File: src/rtl/alu_muldiv_if.sv
// Handshake and operand bundle between the execute stage and the multiply/divide unit.
//   start/flush/funct3/aluIn1/aluIn2 : request side, driven by the pipeline (master)
//   busy/done/result                 : status and result, driven by the unit (slave)
interface alu_muldiv_if #(
  parameter int unsigned XLEN = 32
);
  logic            start;
  logic            flush;
  logic [2:0]      funct3;
  logic [XLEN-1:0] aluIn1;
  logic [XLEN-1:0] aluIn2;
  logic            busy;
  logic            done;
  logic [XLEN-1:0] result;

  modport master (
    output start, flush, funct3, aluIn1, aluIn2,
    input  busy, done, result
  );

  modport slave (
    input  start, flush, funct3, aluIn1, aluIn2,
    output busy, done, result
  );
endinterface

File: src/rtl/alu_muldiv.sv
// Iterative RV32M multiply/divide unit.
//   clk  : clock, rising edge
//   rstN : asynchronous active-low reset
//   bus  : alu_muldiv_if.slave (start, flush, funct3, aluIn1, aluIn2 in;
//          busy, done, result out)
// Magnitudes are processed unsigned over XLEN iterations (shift-add multiply, restoring divide),
// then a single sign-fix cycle produces the registered result.
module alu_muldiv #(
  parameter int unsigned XLEN = 32
) (
  input logic         clk,
  input logic         rstN,
  alu_muldiv_if.slave bus
);

  localparam int unsigned CntW = $clog2(XLEN);

  localparam logic [2:0] F3Mul    = 3'b000;
  localparam logic [2:0] F3Mulh   = 3'b001;
  localparam logic [2:0] F3Mulhsu = 3'b010;
  localparam logic [2:0] F3Div    = 3'b100;
  localparam logic [2:0] F3Rem    = 3'b110;

  typedef enum logic [1:0] {StIdle, StCalc, StFix, StDone} state_e;

  state_e            state_q, state_d;
  logic [CntW-1:0]   cnt_q, cnt_d;
  // Multiply: {partial product high, multiplier shifting out}.
  // Divide:   {remainder, dividend shifting out / quotient shifting in}.
  logic [2*XLEN-1:0] acc_q, acc_d;
  logic [XLEN-1:0]   opb_q, opb_d;   // multiplicand or divisor magnitude
  logic [2:0]        op_q, op_d;
  logic              neg_q, neg_d;   // final result must be negated
  logic [XLEN-1:0]   result_q, result_d;

  // Request decode
  logic            in_is_div, signed_a, signed_b, neg_a, neg_b;
  logic [XLEN-1:0] mag_a, mag_b, special_result;
  logic            div_zero, div_ovf, special, in_neg, cnt_last;

  always_comb begin
    in_is_div = bus.funct3[2];
    signed_a  = (bus.funct3 == F3Mulh) || (bus.funct3 == F3Mulhsu) ||
                (bus.funct3 == F3Div)  || (bus.funct3 == F3Rem);
    signed_b  = (bus.funct3 == F3Mulh) || (bus.funct3 == F3Div) || (bus.funct3 == F3Rem);
    neg_a     = signed_a & bus.aluIn1[XLEN-1];
    neg_b     = signed_b & bus.aluIn2[XLEN-1];
    mag_a     = neg_a ? -bus.aluIn1 : bus.aluIn1;
    mag_b     = neg_b ? -bus.aluIn2 : bus.aluIn2;
    div_zero  = (bus.aluIn2 == '0);
    div_ovf   = signed_b && (bus.aluIn1 == {1'b1, {(XLEN-1){1'b0}}}) && (bus.aluIn2 == '1);
    special   = in_is_div & (div_zero | div_ovf);
    if (div_zero) special_result = bus.funct3[1] ? bus.aluIn1 : '1;
    else          special_result = bus.funct3[1] ? '0 : bus.aluIn1;
    // Remainder follows the dividend's sign; everything else follows the sign product.
    in_neg    = (in_is_div && bus.funct3[1]) ? neg_a : (neg_a ^ neg_b);
    cnt_last  = (cnt_q == CntW'(XLEN - 1));
  end

  // Iteration datapath
  logic [XLEN:0]     mul_sum;
  logic [2*XLEN-1:0] mul_step, div_step;
  logic [XLEN:0]     div_shift;
  logic [XLEN-1:0]   div_diff;
  logic              div_borrow;

  always_comb begin
    mul_sum    = {1'b0, acc_q[2*XLEN-1:XLEN]} + (acc_q[0] ? {1'b0, opb_q} : '0);
    mul_step   = {mul_sum, acc_q[XLEN-1:1]};
    div_shift  = {acc_q[2*XLEN-1:XLEN], acc_q[XLEN-1]};
    div_borrow = (div_shift < {1'b0, opb_q});
    div_diff   = div_shift[XLEN-1:0] - opb_q;
    div_step   = div_borrow ? {div_shift[XLEN-1:0], acc_q[XLEN-2:0], 1'b0}
                            : {div_diff,            acc_q[XLEN-2:0], 1'b1};
  end

  // Sign correction
  logic [2*XLEN-1:0] mul_fix;
  logic [XLEN-1:0]   div_raw, div_fix, fix_result;

  always_comb begin
    mul_fix = neg_q ? -acc_q : acc_q;
    div_raw = op_q[1] ? acc_q[2*XLEN-1:XLEN] : acc_q[XLEN-1:0];
    div_fix = neg_q ? -div_raw : div_raw;
    if (op_q[2])              fix_result = div_fix;
    else if (op_q == F3Mul)   fix_result = mul_fix[XLEN-1:0];
    else                      fix_result = mul_fix[2*XLEN-1:XLEN];
  end

  // FSM: state register
  always_ff @(posedge clk or negedge rstN) begin
    if (!rstN) state_q <= StIdle;
    else       state_q <= state_d;
  end

  // FSM: next state
  always_comb begin
    state_d = state_q;
    unique case (state_q)
      StIdle: if (bus.start) state_d = special ? StDone : StCalc;
      StCalc: if (cnt_last)  state_d = StFix;
      StFix:                 state_d = StDone;
      StDone:                state_d = StIdle;
    endcase
    if (bus.flush) state_d = StIdle;
  end

  // FSM: outputs
  always_comb begin
    bus.busy   = (state_q != StIdle);
    bus.done   = (state_q == StDone);
    bus.result = result_q;
  end

  // Datapath next state; a flush freezes everything, including the result.
  always_comb begin
    cnt_d    = cnt_q;
    acc_d    = acc_q;
    opb_d    = opb_q;
    op_d     = op_q;
    neg_d    = neg_q;
    result_d = result_q;
    if (!bus.flush) begin
      unique case (state_q)
        StIdle: begin
          if (bus.start) begin
            op_d  = bus.funct3;
            neg_d = in_neg;
            cnt_d = '0;
            opb_d = in_is_div ? mag_b : mag_a;
            acc_d = {{XLEN{1'b0}}, (in_is_div ? mag_a : mag_b)};
            if (special) result_d = special_result;
          end
        end
        StCalc: begin
          cnt_d = cnt_q + 1'b1;
          acc_d = op_q[2] ? div_step : mul_step;
        end
        StFix:  result_d = fix_result;
        StDone: ;
      endcase
    end
  end

  always_ff @(posedge clk or negedge rstN) begin
    if (!rstN) begin
      cnt_q    <= '0;
      acc_q    <= '0;
      opb_q    <= '0;
      op_q     <= '0;
      neg_q    <= 1'b0;
      result_q <= '0;
    end else begin
      cnt_q    <= cnt_d;
      acc_q    <= acc_d;
      opb_q    <= opb_d;
      op_q     <= op_d;
      neg_q    <= neg_d;
      result_q <= result_d;
    end
  end

endmodule
File: src/flat_wrapper.sv
// flat-port wrapper written by rule: the top's interface ports become plain ports
module alu_muldiv_flat 
#(
  parameter int unsigned XLEN = 32
)
  (clk, rstN, bus_start, bus_flush, bus_funct3, bus_aluIn1, bus_aluIn2, bus_busy, bus_done, bus_result);
  alu_muldiv_if #(.XLEN(XLEN)) bus_i ();
  input logic clk;
  input logic rstN;
  input wire logic [$bits(bus_i.start)-1:0] bus_start;
  input wire logic [$bits(bus_i.flush)-1:0] bus_flush;
  input wire logic [$bits(bus_i.funct3)-1:0] bus_funct3;
  input wire logic [$bits(bus_i.aluIn1)-1:0] bus_aluIn1;
  input wire logic [$bits(bus_i.aluIn2)-1:0] bus_aluIn2;
  output wire logic [$bits(bus_i.busy)-1:0] bus_busy;
  output wire logic [$bits(bus_i.done)-1:0] bus_done;
  output wire logic [$bits(bus_i.result)-1:0] bus_result;
  assign bus_i.start = bus_start;
  assign bus_i.flush = bus_flush;
  assign bus_i.funct3 = bus_funct3;
  assign bus_i.aluIn1 = bus_aluIn1;
  assign bus_i.aluIn2 = bus_aluIn2;
  assign bus_busy = bus_i.busy;
  assign bus_done = bus_i.done;
  assign bus_result = bus_i.result;
  alu_muldiv #(.XLEN(XLEN)) u_core (.clk(clk), .rstN(rstN), .bus(bus_i));
endmodule
File: config.mk
export PLATFORM = sky130hd
export DESIGN_NAME = alu_muldiv_flat
export DESIGN_NICKNAME = d
export VERILOG_FILES = /design/src/rtl/alu_muldiv_if.sv /design/src/rtl/alu_muldiv.sv /design/src/flat_wrapper.sv
export SDC_FILE = /design/constraint.sdc
export NUM_CORES = 1
export LEC_CHECK = 0
export CAP_MARGIN = 10
export CELL_PAD_IN_SITES_DETAIL_PLACEMENT = 0
export CELL_PAD_IN_SITES_GLOBAL_PLACEMENT = 1
export CORE_ASPECT_RATIO = 1.4
export CORE_MARGIN = 8
export CORE_UTILIZATION = 45
export DETAILED_ROUTE_END_ITERATION = 7
export GPL_TIMING_DRIVEN = 0
export MAX_ROUTING_LAYER = met4
export PLACE_DENSITY = 0.79
export REMOVE_ABC_BUFFERS = 1
export SLEW_MARGIN = 20
export SYNTH_ARGS = -nofsm -noshare
export SYNTH_HDL_FRONTEND = slang
export SYNTH_SLANG_ARGS = --single-unit
File: constraint.sdc
create_clock -name clk -period 5 [get_ports clk]
set_input_delay 0.75 -clock clk [delete_from_list [all_inputs] [get_ports clk]]
set_output_delay 0.75 -clock clk [all_outputs]
set_load 0.01 [all_outputs]
# Word level (Yosys, flattened, before mapping)
# Index checks and enable logic that the tools add are counted.
dict set report op_classes {
  n_eq_ne 14
  order_cmp 1
  n_mux 28
  reduce_logical 18
  n_bitwise 6
  addsub 7
}
# operator count
set ops {}
lappend ops {{$mux W32} 14}
lappend ops {{$mux W64} 4}
lappend ops {{$pmux W64 S2} 1}
lappend ops {{$neg A32 Y32} 3}
lappend ops {{$eq A32 B32 Y1 const B} 2}
lappend ops {{$neg A64 Y64} 1}
lappend ops {{$pmux W32 S2} 1}
lappend ops {{$add A32 B33 Y33} 1}
lappend ops {{$lt A33 B32 Y1} 1}
lappend ops {{$logic_not A32 Y1} 1}
lappend ops {{$sub A32 B32 Y32} 1}
lappend ops {{$pmux W5 S2} 1}
lappend ops {{$mux W2} 4}
lappend ops {{$pmux W2 S4} 1}
lappend ops {{$eq A3 B3 Y1 const B} 2}
lappend ops {{$reduce_and A3 Y1} 2}
lappend ops {{$reduce_bool A2 Y1} 3}
lappend ops {{$add A5 B1 Y5 const B} 1}
lappend ops {{$eq A5 B5 Y1 const B} 1}
lappend ops {{$logic_or A1 B1 Y1} 5}
lappend ops {{$mux W5} 1}
lappend ops {{$eq A2 B2 Y1 const B} 2}
lappend ops {{$reduce_and A4 Y1} 1}
lappend ops {{$and A1 B1 Y1} 3}
lappend ops {{15 further kinds} 17}
dict set report word_totals {
  ff_bits 139
  inputBits 71
  elab_cells 81
}

# Depth between registers and ports, before layout
# Gate-level depths: netlist of the first run.
dict set report logic_depth {
  depth_word 11
  ltp_mapped 16
  ltp_nobuf 13
}

# Worst setup path before layout of the first run
# OpenSTA, ideal clock, no wires.
dict set report synth_timing {
  path_type {reg2reg}
  start {register u_core.op_q[1]}
  end {register u_core.result_q[30] (netlist: u_core.bus.result[30])}
  n_path_buf 6
  t_arrival_ns 3.787
  path_slack_ns 1.088
  stages_incl_launch_ff 15
  synth_period_minus_slack_ns 3.912
  t_required_ns 4.875
  cell_sequence {dfrtp_1 buf_2 buf_2 buf_2 buf_1 buf_2 buf_1 mux2i_1 ha_1 o221a_2 nand4b_1 o41ai_1 xor2_1 o211ai_1 mux2_2}
}
dict set report synth_between {
  elab_chain_len 5
}
# item line
set synth_rtl {}
lappend synth_rtl {{from (decl)} alu_muldiv.sv:32} ;# logic [2:0] op_q, op_d;
lappend synth_rtl {{from (signal assigned)} alu_muldiv.sv:157} ;# op_q <= op_d;
lappend synth_rtl {{$mux W32} alu_muldiv.sv:83} ;# div_raw = op_q[1] ? acc_q[2*XLEN-1:XLEN] : acc_q[XLEN-1:0];
lappend synth_rtl {{$neg A32 Y32} alu_muldiv.sv:84} ;# div_fix = neg_q ? -div_raw : div_raw;
lappend synth_rtl {{$mux W32} alu_muldiv.sv:84}
lappend synth_rtl {{$mux W32 *} alu_muldiv.sv:85} ;# if (op_q[2]) fix_result = div_fix;
lappend synth_rtl {{$pmux W32 S2 *} alu_muldiv.sv:124} ;# unique case (state_q)
lappend synth_rtl {{to (signal assigned)} alu_muldiv.sv:159} ;# result_q <= result_d;
lappend synth_rtl {{to (decl)} alu_muldiv.sv:34} ;# logic [XLEN-1:0] result_q, result_d;
# Every way passes the cells marked *; elsewhere a longest branch is shown, timed or not.
# A chain may end at the register's enable or synchronous reset.

# Final worst setup path of the first run
dict set report layout_timing {
  start {input bus_aluIn2[18]}
  end {register u_core.result_q[19] (netlist: u_core.bus.result[19])}
}
dict set report layout_between {
  elab_chain_len 6
}
# item line
set layout_rtl {}
lappend layout_rtl {{from (decl)} flat_wrapper.sv:14} ;# input wire logic [$bits(bus_i.aluIn2)-1:0] bus_aluIn2;
lappend layout_rtl {{$eq A32 B32 Y1} alu_muldiv.sv:51} ;# div_ovf = signed_b && (bus.aluIn1 == {1'b1, {(XLEN-1){1'b0}}}) && (bus.aluIn2 == '1);
lappend layout_rtl {{$logic_and A1 B1 Y1} alu_muldiv.sv:51}
lappend layout_rtl {{$or A1 B1 Y1} alu_muldiv.sv:52} ;# special = in_is_div & (div_zero | div_ovf);
lappend layout_rtl {{$and A1 B1 Y1} alu_muldiv.sv:52}
lappend layout_rtl {{$ne A2 B1 Y1 (no line)} -}
lappend layout_rtl {{$reduce_and A4 Y1 (no line)} -}
# Several ways; a longest one is shown, not always the timed one. The select of a mux whose other input is x is not followed.

==> results.py, run 1 <==
metrics = {
    "status": {
        "status": "finished, final reports clean",
    },
    "sta": {
        "fmax_mhz": 215,
        "worst_slew_pin_slew_ns": 1.23,
        "period_needed_ns": 4.65,
        "max-slew-margin-rel_pct": 17.1,
        "hold_viol": 0,
        "setup_ws_ns": 0.348,
        "final_max_slew_viol_count": 0,
        "rsz0062_at_grt": "no",
        "final-setup-viol-count": 0,
        "finClkSkew_ns": 0.00973,
        "fin_setup_tns_ns": 0,
        "fin_crit_sh_pct": 93.0,
    },
    "global_routing": {
        "grt_max_degree": 88,
        "antenna_found_initial": 1,
        "met3_usage_pct": 2.74,
        "grt.overflow.total": 0,
        "track_usage_pct": 28.2,
        "grt_use_met2_pct": 46.2,
        "grt_pass1_vias": 15786,
        "grt.met1_usage_pct": 33.6,
        "grt_pass1_wl_um": 90100,
        "grt-busiest-layer": "met2",
    },
    "critical_path": {
        "worstPathCellList": "clkdlybuf4s50_1, nor3_1, nand2b_1, nor4_1, nand4_1, nor3_1, maj3_1, a22oi_1, o21ai_0",
        "rr_worst_depth": 10,
        "rrSetupSlack_ns": 0.42,
        "crit_type": "in -> reg",
        "slowest_delay_ns": 1.10,
        "crit_fanout": 5,
        "crit_top_cell": "nor3_1",
        "crit_required_ns": 5.37,
        "startpoint_type": "input port",
        "slowest_stage": "nor3_1",
        "r2r_end": "u_core.bus.result[31]$_DFFE_PN0P_",
        "end_kind": "flop",
        "crit_arrival_ns": 5.02,
        "r2r-start": "u_core.op_q[1]$_DFFE_PN0P_",
    },
    "placed_design": {
        "port_buffers": 104,
        "hpwlAfterDp_um": 44200,
        "gp_congestion": 0.945,
        "dp_slack_ns": 0.0713,
    },
    "logic_synthesis": {
        "yosysTopAreaCell": "dfrtp_1",
        "ys_types": 82,
        "synth_cells": 2148,
        "synthSimpleGateAreaFrac_pct": 20.5,
        "syn_avg_cell_area_sq_um": 7.39,
        "synth_warnings": 0,
        "synthAdderAreaFrac_pct": 7.93,
        "syn_area_sq_um": 15900,
        "synth_top_family_by_area": "compound AO/OA/AOI/OAI gates",
        "ys_seq_area_share_pct": 21.9,
        "ys_top_cells_by_area": "dfrtp_1 (22%), xnor2_1 (6.3%), o21ai_0 (6.1%), ha_1 (5.9%), nand2_1 (5.4%)",
        "synth.area.mux_share_pct": 6.69,
        "async_flop_share_pct": 100,
        "synth.most_common_cell": "nand2_1",
        "ys_ff_latch": 139,
        "synth_top_area_share_pct": 21.9,
        "synth_edf_count": 0,
        "synth_xor_xnor_area_share_pct": 10.5,
        "synth-compound-area-share_pct": 26.7,
        "synth_common_cells": "nand2_1 (228), nor2_1 (221), o21ai_0 (194)",
        "synthFlopType": "dfrtp_1",
    },
    "route": {
        "drt_iter0_drc": 1445,
        "ant_nets": 0,
        "drt_pass1_iterations": 6,
        "drc": 0,
        "wl_per_cell_um": 22.4,
        "routed-via-count": 16236,
        "vias_per_cell": 6.26,
        "wl_um": 58100,
    },
    "die": {
        "die_y_um": 238,
        "core_sq_um": 34900,
        "start_util_pct": 45.5,
        "num_io_pins": 105,
        "die_area_sq_um": 41600,
        "fp.dieW_um": 175,
        "fp-row-count": 81,
    },
    "cells_and_area": {
        "area_growth_pct": 12.6,
        "drive_gt1_share_pct": 5.85,
        "fillerInstances": 3525,
        "final_core_util_pct": 51.2,
        "nets": 2271,
        "multi_input_area_sq_um": 11600,
        "seqCellArea_sq_um": 3490,
    },
    "min_path": {
        "hp-class": "in -> async",
    },
    "power": {
        "finalPower_uw": 11700,
        "pwr_density_cell_nw_per_um2": 654,
        "worst_ir_drop_vdd_mv": 0.502,
        "p_leak_uw": 0.00720,
    },
    "cts": {
        "cts_tree": "built",
        "cts.sinks": 139,
        "clk_pin_slew_ns": 0.06,
        "holdBufCountCts": 0,
        "clk_latency_ns": 0.45,
        "cts_max_path_buffers": 2,
        "cts_buffers": 17,
        "cts_max_level": 4,
        "cts-root-buf": "clkbuf_16",
    },
    "job": {
        "max_cap_violations": 0,
    },
}
cells in the final DEF (no fill, tap or decap), types with 15 or more instances in the layout:
| master | Yosys | final |
|---|---|---|
| nand2_1 | 228 | 228 |
| nor2_1 | 221 | 220 |
| o21ai_0 | 194 | 194 |
| a21oi_1 | 170 | 169 |
| dfrtp_1 | 139 | 136 |
| xnor2_1 | 114 | 114 |
| clkdlybuf4s50_1 | 0 | 102 |
| xor2_1 | 76 | 76 |
| ha_1 | 75 | 73 |
| inv_1 | 72 | 71 |
| mux2i_1 | 69 | 69 |
| nor3_1 | 54 | 53 |
| a211oi_1 | 37 | 37 |
| a21o_1 | 39 | 37 |
| o31ai_1 | 35 | 35 |
| mux2_2 | 33 | 33 |
| nand3_1 | 32 | 32 |
| a31oi_1 | 28 | 28 |
| maj3_1 | 28 | 28 |
| nand4_1 | 27 | 27 |
| o211ai_1 | 23 | 23 |
| or3_1 | 23 | 22 |
| o22ai_1 | 20 | 20 |
| nor4_1 | 18 | 17 |
| clkbuf_16 | 0 | 17 |
| o41ai_1 | 16 | 16 |
| a22oi_1 | 15 | 15 |
worst max path at each step:
stage	startpoint	end	slack (ns)	cells after the start
finish	bus_aluIn2[18]	u_core.bus.result[19]$_DFFE_PN0P_	0.35	9
global route	u_core.op_q[1]$_DFFE_PN0P_	u_core.bus.result[31]$_DFFE_PN0P_	0.16	10
CTS	u_core.op_q[1]$_DFFE_PN0P_	u_core.bus.result[31]$_DFFE_PN0P_	0.49	10
detailed placement	bus_aluIn2[18]	u_core.bus.result[19]$_DFFE_PN0P_	0.07	9
global placement	rstN	u_core.acc_q[62]$_DFFE_PN0P_	-2.97	1
floorplan	bus_aluIn2[8]	u_core.bus.result[10]$_DFFE_PN0P_	0.16	7
metal layers:
| metal | part of all wire, % | up-vias | wire length [um] |
|---|---|---|---|
| met4 | 5.2 | 0 | 3010 |
| met3 | 4.7 | 143 | 2760 |
| li1 | - | 7747 | - |
| met2 | 48 | 565 | 27700 |
| met1 | 42 | 7781 | 24600 |
| met5 | 0 | - | 0 |
per-stage QoR:
| step | instances | area, sq um | hold slack, ns |
|---|---|---|---|
| floorplan | 1985 | 15200 | 0.439 |
| detailed placement | 2560 | 17300 | 0.458 |
| global placement | 2545 | 16800 | 0.451 |
| global route | 2593 | 17900 | 0.246 |
| finish | 2593 | 17900 | 0.206 |
| CTS | 2592 | 17900 | 0.222 |
cell type report:
class                      instances  area share [%]
antenna                            1          0.0140
clock buffer                      22            2.60
clock inverter                    10           0.784
inverter                          74            1.58
multi-input combinational       1772            64.7
sequential                       139            19.5
tap                              456            3.19
timing repair buffer             119            7.59
state kept, by name, summed over array words and instances, names as in the netlist:
signal,cells
u_core.acc_q,64
u_core.bus.result,32
u_core.cnt_q,5
u_core.opb_q,32
u_core.op_q,3
u_core.neg_q,1
u_core.state_q,2
worst max-delay path, delay by kind of cell:
kind | cells | cell delay (ns)
fa+ha+maj | 1 | 0.40
buf+inv | 1 | 0.49
compound gates | 2 | 0.35
simple gates | 5 | 3.02
kinds of logic (layout without fill, tap and decap cells):
logic type | count (synthesis) | in the layout
fa+ha+maj | 105 | 105
flops | 139 | 139
xor+xnor | 190 | 190
mux | 102 | 102
buf+inv | 237 | 225
compound gates | 674 | 674
other cells | 0 | 1
simple gates | 701 | 701
power by group:
part	internal (uW)	switching (uW)	total [uW]
Combinational	3190	4550	7740
Sequential	1610	993	2600
Clock	811	535	1350
Total	5610	6080	11700
timing repair:
item                                   4_1_cts  5_1_grt
resized for setup                            0        1
setup endpoints to repair                    0        1
endpoints found under the hold margin        0        0
setup buffers                                0        0
Note: power is estimated with default switching activity, not from simulation.
==> run 2, diff against run 1 <==
- CORE_ASPECT_RATIO: 1.4 -> 2
- clock period: 5 -> 4.3 ns (I/O delays scaled with it)
==> run 2 against run 1 <==
  * Design area increased by 0.20%
  * Worst setup slack worse by 0.23 ns
  * Power is 18% higher
  * Largest power group unchanged
  * Highest routed layer unchanged
==> results.py, run 2 (synthesis results as in run 1) <==
metrics = {
    "global_routing": {
        "track_usage_pct": 30.6,
        "grt_pass1_wl_um": 95900,
        "antenna_found_initial": 0,
        "grt.overflow.total": 0,
        "grt_pass1_vias": 16327,
        "grt_max_degree": 84,
    },
    "power": {
        "p_sw_share_pct": 53.5,
        "worst_ir_drop_vdd_mv": 0.548,
        "switchingPower_uw": 7390,
        "p_leak_uw": 0.00722,
        "finalPower_uw": 13800,
        "seqPwrFrac_pct": 22.1,
        "power_frac_clock_pct": 11.1,
        "power_frac_comb_pct": 66.8,
        "pwr_density_cell_nw_per_um2": 772,
        "internal-power_uw": 6430,
    },
    "status": {
        "status": "finished, final reports clean",
    },
    "placed_design": {
        "hpwlAfterDp_um": 47600,
        "dp_slack_ns": -0.519,
        "port_buffers": 104,
        "gp_congestion": 0.957,
    },
    "cts": {
        "clk_pin_slew_ns": 0.07,
        "cts_max_path_buffers": 2,
        "clk_latency_ns": 0.46,
        "cts.sinks": 139,
        "cts_buffers": 17,
        "cts_max_level": 4,
        "cts-root-buf": "clkbuf_16",
        "holdBufCountCts": 0,
        "cts_tree": "built",
    },
    "critical_path": {
        "end_kind": "flop",
        "crit_type": "reg -> reg",
        "crit_required_ns": 4.64,
        "crit_fanout": 10,
        "crit_arrival_ns": 4.52,
        "startpoint_type": "flop",
    },
    "sta": {
        "fin_setup_tns_ns": 0,
        "rsz0062_at_grt": "no",
        "worst_slew_pin_slew_ns": 1.11,
        "fin_crit_sh_pct": 97.2,
        "setup_ws_ns": 0.122,
        "final-setup-viol-count": 0,
        "finClkSkew_ns": 0.0129,
        "hold_viol": 0,
        "final_max_slew_viol_count": 0,
        "max-slew-margin-rel_pct": 25.1,
        "holdWs_ns": 0.112,
        "fmax_mhz": 239,
        "period_needed_ns": 4.18,
    },
    "die": {
        "num_io_pins": 105,
        "die_area_sq_um": 41900,
        "start_util_pct": 45.4,
        "fp-row-count": 97,
        "core_sq_um": 35000,
        "fp.dieW_um": 149,
        "die_y_um": 282,
    },
    "route": {
        "drc": 0,
        "drt_pass1_iterations": 5,
        "drt_iter0_drc": 1173,
        "vias_per_cell": 6.38,
        "routed-via-count": 16514,
        "wl_per_cell_um": 24.2,
        "ant_nets": 0,
        "wl_um": 62700,
    },
    "cells_and_area": {
        "drive_gt1_share_pct": 6.58,
        "largest_reg_flops": 64,
        "area_growth_pct": 12.8,
        "nets": 2279,
        "diodes": 0,
        "final_common_cell": "nand2_1",
        "final_cell_mix": "nand2_1 (228), nor2_1 (219), o21ai_0 (193), a21oi_1 (169), dfrtp_1 (135)",
        "largest-register": "u_core.acc_q",
        "fillerInstances": 3477,
    },
    "job": {
        "max_cap_violations": 0,
    },
    "min_path": {
        "hp-class": "in -> async",
    },
}
## run 2: through the flow
| step | util, % | cells | cell area [sq um] |
|---|---|---|---|
| 2_1_floorplan | - | 1985 | 15200 |
| 3_3_place_gp | 48.2 | 2534 | 16800 |
| 3_5_place_dp | 49.3 | 2550 | 17200 |
| 4_1_cts | 51.1 | 2586 | 17900 |
| 5_1_grt | 51.2 | 2589 | 17900 |
| 6_report | 51.2 | 2589 | 17900 |
## run 2: power by group through the flow
stage	Sequential (uW)	Clock (uW)	Combinational, uW
finish	3060	1530	9230
global route	3130	1590	10100
CTS	3010	1540	9070
detailed placement	3020	0	9000
global placement	3250	0	8530
floorplan	2750	0	6130
## run 2: area by class of cell
class | instances | area [sq um] | share of cell area, %
well taps | 445 | 557 | 3.11
inverters | 74 | 283 | 1.58
clock inverters | 11 | 110 | 0.615
repair buffers | 125 | 1390 | 7.76
multi-input cells | 1773 | 11600 | 64.8
clock buffers | 21 | 470 | 2.63
flip-flops and latches | 139 | 3490 | 19.5
repair inverters | 1 | 7.51 | 0.0419
## run 2: routing by layer
layer | part of all wire [%] | global-route usage (%) | wire [um] | up-vias
met5 | 0 | - | 0 | -
li1 | - | - | - | 7768
met3 | 5.0 | 3.29 | 3150 | 188
met2 | 51 | 52.5 | 31900 | 673
met4 | 6.4 | 19.8 | 4000 | 0
met1 | 38 | 33.1 | 23700 | 7885
## run 2: path summary, 6_finish.rpt
| kind | to | slack, ns | depth (start not counted) | start |
|---|---|---|---|---|
| max reg2reg | u_core.bus.result[30]$_DFFE_PN0P_ | 0.12 | 9 | u_core.acc_q[4]$_DFFE_PN0P_ |
| max in group asynchronous | u_core.neg_q$_DFFE_PN0P_ | 3.28 | 2 | rstN |
| min reg2reg | u_core.bus.result[24]$_DFFE_PN0P_ | 0.48 | 2 | u_core.bus.result[24]$_DFFE_PN0P_ |
| max | u_core.bus.result[30]$_DFFE_PN0P_ | 0.12 | 9 | u_core.acc_q[4]$_DFFE_PN0P_ |
| min in group clk | u_core.bus.result[24]$_DFFE_PN0P_ | 0.48 | 2 | u_core.bus.result[24]$_DFFE_PN0P_ |
| min | u_core.bus.result[7]$_DFFE_PN0P_ | 0.11 | 1 | rstN |
## run 2: repair_timing
item	in CTS	in global routing
setup buffers	3	2
resized for setup	3	4
gates cloned	1	1
setup endpoints to repair	19	15
pin swaps	1	1
## run 2: critical path: stages (launching register included)
cell and delay, ns:
dfrtp_1 0.51, nor4_1 0.82, nand2_1 0.24, or4_1 0.85, nor3_1 0.59, a31oi_1 0.25, xor2_1 0.20, o21ai_1 0.18
o211ai_1 0.14, mux2_2 0.30
==> run 3, diff against run 2 <==
- CAP_MARGIN: 10 -> not set
==> results of run 3 <==
No change in the layout: final DEF, timing and power equal those of run 2.
==> RTL edit (settings of run 3) <==
`XLEN` is set to 32 in 3 places; all go to 16.
--- a/src/rtl/alu_muldiv_if.sv
+++ b/src/rtl/alu_muldiv_if.sv
@@ -2,7 +2,7 @@
 //   start/flush/funct3/aluIn1/aluIn2 : request side, driven by the pipeline (master)
 //   busy/done/result                 : status and result, driven by the unit (slave)
 interface alu_muldiv_if #(
-  parameter int unsigned XLEN = 32
+  parameter int unsigned XLEN = 16
 );
   logic            start;
   logic            flush;
--- a/src/rtl/alu_muldiv.sv
+++ b/src/rtl/alu_muldiv.sv
@@ -6,7 +6,7 @@
 // Magnitudes are processed unsigned over XLEN iterations (shift-add multiply, restoring divide),
 // then a single sign-fix cycle produces the registered result.
 module alu_muldiv #(
-  parameter int unsigned XLEN = 32
+  parameter int unsigned XLEN = 16
 ) (
   input logic         clk,
   input logic         rstN,
--- a/src/flat_wrapper.sv
+++ b/src/flat_wrapper.sv
@@ -1,7 +1,7 @@
 // flat-port wrapper written by rule: the top's interface ports become plain ports
 module alu_muldiv_flat 
 #(
-  parameter int unsigned XLEN = 32
+  parameter int unsigned XLEN = 16
 )
   (clk, rstN, bus_start, bus_flush, bus_funct3, bus_aluIn1, bus_aluIn2, bus_busy, bus_done, bus_result);
   alu_muldiv_if #(.XLEN(XLEN)) bus_i ();
Interface: changed (resized bus_aluIn1, bus_aluIn2 and bus_result); port bits go from 105 to 57. No check against the original RTL was run, so the function may have changed too.
==> RTL edit against run 3 <==
Total power down 50%. Routed wire length down 56%. Final cell count fell by 51%. Fmax increased by 10%. Die area down 47%. Setup slack improved by 390 ps. Clock power down 41%. Sequential cell count shrank 65. Area after synthesis down 50%. First-iteration DRC count fell by 72%. Global-route usage shrank 4.9 points. Cell area fell by 50%.
==> RTL edit: results (changes against run 3) <==
metric,value,unit,change
outcome,finished clean,,unchanged
seq_area,0.00186,mm²,was 0.00349 mm²
clock-skew-final,12.2,ps,was 12.9 ps
first_pass_grt_wire_length,42.6,mm,was 95.9 mm
power.ir.vdd_worst,0.000381,V,was 0.000548 V
cts_resized,0,,was 3
timing.max_slew.rel_slack,27.8,%,was 25.1%
met1_usage,25.8,%,was 33.1%
post-cts-setup-buffer-count,0,,was 3
dr.pass1.iters,4,,was 5
vias,7715,,was 16514
layout-drive-gt1-share,7.35,%,was 6.58%
synth_common_cells,"o21ai_0, nand2_1, nor2_1",,"was nand2_1, nor2_1, o21ai_0"
final.fill_count,1732,,was 3477
crit_fanout,15,,was 10
place.gp.congestion,0.921,,was 0.957
synth.cell_area,0.00793,mm²,was 0.0159 mm²
layout.nonclk_buf_share,7.77,%,was 7.76%
route.final.wire_length,27.6,mm,was 62.7 mm
detailedPlacementHpwl,21.5,mm,was 47.6 mm
pre_cts_ws,297,ps,was -519 ps
grt.met3_usage,2.53,%,was 3.29%
critical_path_arrival,4000,ps,was 4520 ps
worstSkewPairLatency,350,ps,was 460 ps
worstRegToRegCells,11,,was 9
clock_sinks,74,,was 139
final_nets,1126,,was 2279
total_global_routing_track_utilization,25.7,%,was 30.6%
route.met2.wl,14.3,mm,was 31.9 mm
grt_max_degree,59,,was 84
number_of_inverters_outside_the_clock_class_in_the_layout,41,,was 75
nonClockBufferCount,64,,was 125
dr.first_iter.drc_count,324,,was 1173
largest_register_ffs,32,,was 64
io_buffers,56,,was 104
slowest_delay,680,ps,was 850 ps
detailed_place.area,0.00863,mm²,was 0.0172 mm²
seq_area_frac_synth,23.3,%,was 21.9%
share_of_the_final_layout_cell_area_in_multi_input_gates,63.1,%,was 64.8%
numCtsBuffers,9,,was 17
route.met3.wl,1.12,mm,was 3.15 mm
[RTL edit: cells by family (layout without fill, tap and decap cells)]
family                   after synthesis  in the layout  synth area share (%)
buffers and inverters                115            121                  5.72
multiplexers                          54             54                  7.14
AND/OR/NAND/NOR                      339            339                  20.3
AO/OA/AOI/OAI                        319            319                  25.5
XOR/XNOR                              88             88                  9.71
flip-flops                            74             74                  23.3
adder cells (fa/ha/maj)               53             53                  8.26
[RTL edit: worst max-delay path, delay by kind of cell (launching register included)]
kind                     cells  cell delay [ps]
adder cells (fa/ha/maj)      1              340
buffers and inverters        1              470
XOR/XNOR                     1              180
AND/OR/NAND/NOR              4              860
flip-flops                   1              470
AO/OA/AOI/OAI                4             1320
[RTL edit: power breakdown]
group,total [mW],internal [mW],leakage (nW),switching [mW]
Clock,0.910,0.570,0.167,0.340
Sequential,1.68,0.986,0.949,0.693
Combinational,4.29,1.87,2.50,2.42
Total,6.87,3.42,3.62,3.45
[RTL edit: final timing paths]
path | from | endpoint | slack [ps]
worst min register to register | u_core.bus.result[10]$_DFFE_PN0P_ | u_core.bus.result[10]$_DFFE_PN0P_ | 470
worst max-delay path | u_core.acc_q[0]$_DFFE_PN0P_ | u_core.acc_q[30]$_DFFE_PN0P_ | 510
worst max register to register | u_core.acc_q[0]$_DFFE_PN0P_ | u_core.acc_q[30]$_DFFE_PN0P_ | 510
worst min-delay path | rstN | u_core.bus.result[3]$_DFFE_PN0P_ | 200
max in group asynchronous | rstN | u_core.op_q[2]$_DFFE_PN0P_ | 3480
min in group clk | u_core.bus.result[10]$_DFFE_PN0P_ | u_core.bus.result[10]$_DFFE_PN0P_ | 470
[RTL edit: per-stage QoR]
step                      hold slack [ps]  instances
after floorplan                       349        968
after global placement                458       1234
after detailed placement              470       1242
after CTS                             206       1258
after global routing                  222       1258
final                                 199       1258
